**config.mk**
```make
export PLATFORM = sky130hd
export DESIGN_NAME = seq_shift_unit
export DESIGN_NICKNAME = d
export VERILOG_FILES = /design/src/rtl/shift_pkg.sv /design/src/rtl/shift_step.sv /design/src/rtl/seq_shift_unit.sv
export SDC_FILE = /design/constraint.sdc
export NUM_CORES = 1
export LEC_CHECK = 0
export CORE_MARGIN = 2
export CORE_UTILIZATION = 46
export DETAILED_ROUTE_END_ITERATION = 8
export GPL_TIMING_DRIVEN = 0
export MAX_ROUTING_LAYER = met4
export PLACE_DENSITY = 0.79
export SYNTH_ARGS = -nofsm -noshare
export SYNTH_HDL_FRONTEND = slang
export SYNTH_SLANG_ARGS = --single-unit
```
**constraint.sdc**
```tcl
create_clock -name clk -period 1.6 [get_ports clk]
set_input_delay 0.24 -clock clk [delete_from_list [all_inputs] [get_ports clk]]
set_output_delay 0.24 -clock clk [all_outputs]
set_load 0.05 [all_outputs]
```
**src/rtl/shift_pkg.sv**
```systemverilog
// Shared encodings for the sequential shift unit: shift modes and FSM states.
package shift_pkg;

  typedef enum logic [2:0] {
    MODE_LSR = 3'b000,
    MODE_ASR = 3'b001,
    MODE_LSL = 3'b010,
    MODE_ROR = 3'b011,
    MODE_ROL = 3'b100,
    MODE_SRI = 3'b101,
    MODE_SLI = 3'b110,
    MODE_RSV = 3'b111
  } shift_mode_e;

  typedef enum logic [1:0] {
    ST_IDLE  = 2'd0,
    ST_SHIFT = 2'd1,
    ST_DONE  = 2'd2
  } state_e;

endpackage

```
**src/rtl/shift_step.sv**
```systemverilog
// Combinational single-bit shift step: next register value and the bit that leaves it.
module shift_step
  import shift_pkg::*;
#(
  parameter int x = 8
) (
  input  logic [x-1:0] q,
  input  logic [2:0]   mode,
  input  logic         serial_in,
  output logic [x-1:0] next_q,
  output logic         out_bit
);

  always_comb begin
    next_q  = q;
    out_bit = 1'b0;
    case (shift_mode_e'(mode))
      MODE_LSR: begin
        next_q  = {1'b0, q[x-1:1]};
        out_bit = q[0];
      end
      MODE_ASR: begin
        next_q  = {q[x-1], q[x-1:1]};
        out_bit = q[0];
      end
      MODE_LSL: begin
        next_q  = {q[x-2:0], 1'b0};
        out_bit = q[x-1];
      end
      MODE_ROR: begin
        next_q  = {q[0], q[x-1:1]};
        out_bit = q[0];
      end
      MODE_ROL: begin
        next_q  = {q[x-2:0], q[x-1]};
        out_bit = q[x-1];
      end
      MODE_SRI: begin
        next_q  = {serial_in, q[x-1:1]};
        out_bit = q[0];
      end
      MODE_SLI: begin
        next_q  = {q[x-2:0], serial_in};
        out_bit = q[x-1];
      end
      default: begin
        next_q  = q;
        out_bit = 1'b0;
      end
    endcase
  end

endmodule

```
**src/rtl/seq_shift_unit.sv**
```systemverilog
// Sequential load-and-shift unit: latches an operand, shifts it one bit per cycle
// for a clamped count, then pulses done for one cycle.
module seq_shift_unit
  import shift_pkg::*;
#(
  parameter  int x  = 8,
  localparam int aw = $clog2(x) + 1
) (
  input  logic          clk,
  input  logic          rst,
  input  logic          clr,
  input  logic          start,
  input  logic [2:0]    mode,
  input  logic [aw-1:0] amount,
  input  logic [x-1:0]  data_in,
  input  logic          serial_in,
  output logic [x-1:0]  q,
  output logic          shift_out,
  output logic          busy,
  output logic          done
);

  state_e          state;
  state_e          state_nxt;
  shift_mode_e     mode_r;
  logic [aw-1:0]   cnt;
  logic [aw-1:0]   amount_clamped;
  logic [x-1:0]    step_q;
  logic            step_out;

  // Shifting further than the width is pointless, so the count saturates at x.
  assign amount_clamped = (amount > aw'(x)) ? aw'(x) : amount;

  shift_step #(
    .x(x)
  ) u_step (
    .q        (q),
    .mode     (mode_r),
    .serial_in(serial_in),
    .next_q   (step_q),
    .out_bit  (step_out)
  );

  always_ff @(posedge clk) begin
    if (rst) begin
      state <= ST_IDLE;
    end else if (clr) begin
      state <= ST_IDLE;
    end else begin
      state <= state_nxt;
    end
  end

  always_comb begin
    state_nxt = state;
    case (state)
      ST_IDLE: begin
        if (start) begin
          state_nxt = (amount_clamped != '0) ? ST_SHIFT : ST_DONE;
        end
      end
      ST_SHIFT: begin
        if (cnt == aw'(1)) begin
          state_nxt = ST_DONE;
        end
      end
      ST_DONE: begin
        state_nxt = ST_IDLE;
      end
      default: begin
        state_nxt = ST_IDLE;
      end
    endcase
  end

  always_comb begin
    busy = (state != ST_IDLE);
    done = (state == ST_DONE);
  end

  // The reserved mode still counts down so done timing matches the other modes.
  always_ff @(posedge clk) begin
    if (rst) begin
      q         <= '0;
      shift_out <= 1'b0;
      cnt       <= '0;
      mode_r    <= MODE_LSR;
    end else if (clr) begin
      q         <= '0;
      shift_out <= 1'b0;
      cnt       <= '0;
    end else if (state == ST_IDLE && start) begin
      q         <= data_in;
      shift_out <= 1'b0;
      mode_r    <= shift_mode_e'(mode);
      cnt       <= amount_clamped;
    end else if (state == ST_SHIFT) begin
      if (mode_r != MODE_RSV) begin
        q         <= step_q;
        shift_out <= step_out;
      end
      cnt <= cnt - aw'(1);
    end
  end

endmodule

```
==> results.ini <==
[logic_synthesis]
synth_top_area_cell = dfxtp_1
yosysTopAreaCellShare = 0.333
synth_edf_count = 0
yosysWarnings = 0
postSynth.asyncResetShare = 0
synth.net_count = 151
ys_ff_latch = 18
synth_area_um2 = 1080
synth.top_cells.by_area = dfxtp_1, o211ai_2, a21oi_1, mux2i_1, nand3_1
synth_cells = 129
ys_types = 38
avgSynthCellArea_um2 = 8.39
ys_seq_area_frac = 0.333
synth-main-ff-cell = dfxtp_1

[route]
detail_route.vias_per_cell = 5.76
vias = 1089
drt-wirelength-per-cell_um = 14.1
first_pass_iters = 4
wirelength_um = 2670
ant_nets = 0
drt_iter0_drc = 32
drc_errors = 0

[global_routing]
grtUsageTotal = 0.221
first_global_vias = 999
grt_pass1_wl_um = 4370
overflow = 0
grt_max_degree = 11
antenna_found_initial = 0

[sta]
rsz0062_at_grt = true
setup_ws_ns = 0.0189
finalWorstPathRequiredPeriod_ns = 1.58
tightestPinTransition_ns = 0.503
final_max_slew_viol_count = 0
slew_headroom = 0.666
setup_violations = 0
hold_violations = 0
fmax_mhz = 632
period_share = 0.988
clock_skew_ns = 0.00534

[pwr]
switchingPower_uw = 300
pwr-share-seq = 0.502
comb_power_share = 0.264
ir_drop_v = 0.000565
clkPwrFrac = 0.234
power.leakage_uw = 0.000614
power_density_nw_per_um2 = 670
p_int_uw = 665
swShare = 0.311

[critical_path]
rr_endpoint = q[5]
worst-path-max-fanout = 9
crit_start = state[1]
reg2reg_depth = 5
critPathLaunchType = flop
arrival_ns = 1.81
cp_data_required_time_ns = 1.82
r2r_start = state[1]
r2r_slack_ns = 0.02
crit_end = q[5]
worstSetupPathType = flop to flop
crit_path_end_kind = flop

[cells_and_area]
seqCellArea_um2 = 364
n_antenna_cell = 0
nets = 185
drive_gt1_frac = 0.174
multi_input_area_um2 = 657
finish.utilization = 0.650
filler_cell_count = 198
syn2layout_area_growth_pct = 32.9

[die]
die_w_um = 52.5
die-area_um2 = 2760
die-height_um = 52.5
coreArea_um2 = 2210
rows = 17
initial_core_util = 0.489
io_pins = 31

[clocking]
clkSlewWorstSetupHoldPaths_ns = 0.10
cts_buffer_depth = 2
clock_latency_ns = 0.29
cts_max_level = 1
cts_made_buffers = 3
clockRootBuffer = clkbuf_4
ctsHoldBuffers = 0
cts.sink_count = 18
post_cts_resized = 16
post-cts-setup-buffer-count = 0
cts_tree = done

[place]
place_ws_ns = -0.382
dpl.hpwl_um = 1980
portBuffers = 30
finalWeightedCongestion = 0.798

[worst_hold_path]
min_path_type = input pin to flop

[run]
cap_violations = 0

[status]
status = finished clean

## placed cells by master (no fill, tap or decap), types with 2 or more instances in the layout
master / n
a21oi_1: 13
a31oi_1: 5
buf_2: 3
buf_6: 2
clkbuf_1: 2
clkbuf_4: 3
clkdlybuf4s50_1: 16
dfxtp_1: 17
dlygate4sd2_1: 10
dlymetal6s2s_1: 2
ha_1: 2
inv_1: 5
mux2i_1: 6
nand2_1: 5
nand2b_1: 2
nand3_1: 12
nor2_1: 6
nor2_2: 2
nor3b_1: 2
nor4_1: 3
o211ai_2: 6
o21ai_0: 10
or3_1: 2
xnor2_1: 2
## metrics by stage
stage | hold WS, ns | area [um2] | power, uW | setup TNS [ns] | instances
floorplan | 0.309 | 1080 | 652 | 0 | 129
global placement | 0.464 | 1420 | 749 | -4.60 | 187
detailed placement | 0.467 | 1420 | 755 | -4.99 | 187
CTS | 0.481 | 1430 | 968 | -0.412 | 190
global route | 0.240 | 1440 | 1020 | -0.239 | 189
finish | 0.229 | 1440 | 965 | 0 | 189
## state kept, by name (all words and copies together), names as in the netlist
name / count
mode_r: 3
q: 8
shift_out: 1
cnt: 4
state: 2
## power groups by stage
stage                     clock network (uW)  logic (uW)  registers, uW
after global placement                     0         255            494
after floorplan                            0         131            520
final                                    225         255            484
after global routing                     253         277            487
after CTS                                229         254            484
after detailed placement                   0         260            495
## Yosys cell counts (2+ instances only)
library cell and n:
nor3b_1 2, o21bai_1 2, nand2_1 5, nand2b_1 2
o211ai_2 6, buf_6 2, dfxtp_1 18, clkbuf_1 4
inv_1 5, nor4_1 3, mux2i_1 6, or3_1 2
xnor2_1 2, a31oi_1 5, buf_2 2, nand3_1 12
ha_1 2, o21ai_0 10, nor2_1 8, a21oi_1 13
## area by class of cell
type / count / area share
inverter: 5 / 0.0130
multi-input combinational: 97 / 0.457
sequential: 18 / 0.253
timing repair buffer: 30 / 0.201
tap: 28 / 0.0243
clock buffer: 3 / 0.0157
buffer: 8 / 0.0365
## cell families after synthesis
kind of cell	count (synthesis)	synth area share
multiplexers	6	0.0555
flip-flops	18	0.333
adder cells (fa/ha/maj)	2	0.0231
XOR/XNOR	2	0.0162
buffers and inverters	14	0.0682
AO/OA/AOI/OAI	45	0.296
AND/OR/NAND/NOR	42	0.208
## critical path, cell delays in order (launching register included)
cell and delay [ns]:
dfxtp_4 0.38, o21bai_2 0.24, a31o_4 0.26, or3_1 0.32
buf_6 0.15, o211ai_2 0.15
## how the worst min path moves through the flow
| stage | start | to | slack [ns] | cells past startpoint |
|---|---|---|---|---|
| global placement | cnt[1] | cnt[1] | 0.46 | 2 |
| detailed placement | cnt[1] | cnt[1] | 0.47 | 2 |
| floorplan | rst | mode_r[0] | 0.31 | 1 |
| CTS | cnt[1] | cnt[1] | 0.48 | 2 |
| global route | rst | mode_r[1] | 0.24 | 2 |
| finish | rst | mode_r[2] | 0.23 | 2 |
## layer usage
layer | vias up | global-route usage | share of wire
met1 | 504 | 0.272 | 0.45
met3 | 2 | 0.0600 | 0.074
met2 | 42 | 0.356 | 0.47
li1 | 541 | - | -
met4 | 0 | 0.0598 | 0.0064
met5 | - | - | 0
(Power assumes the default switching activity.)
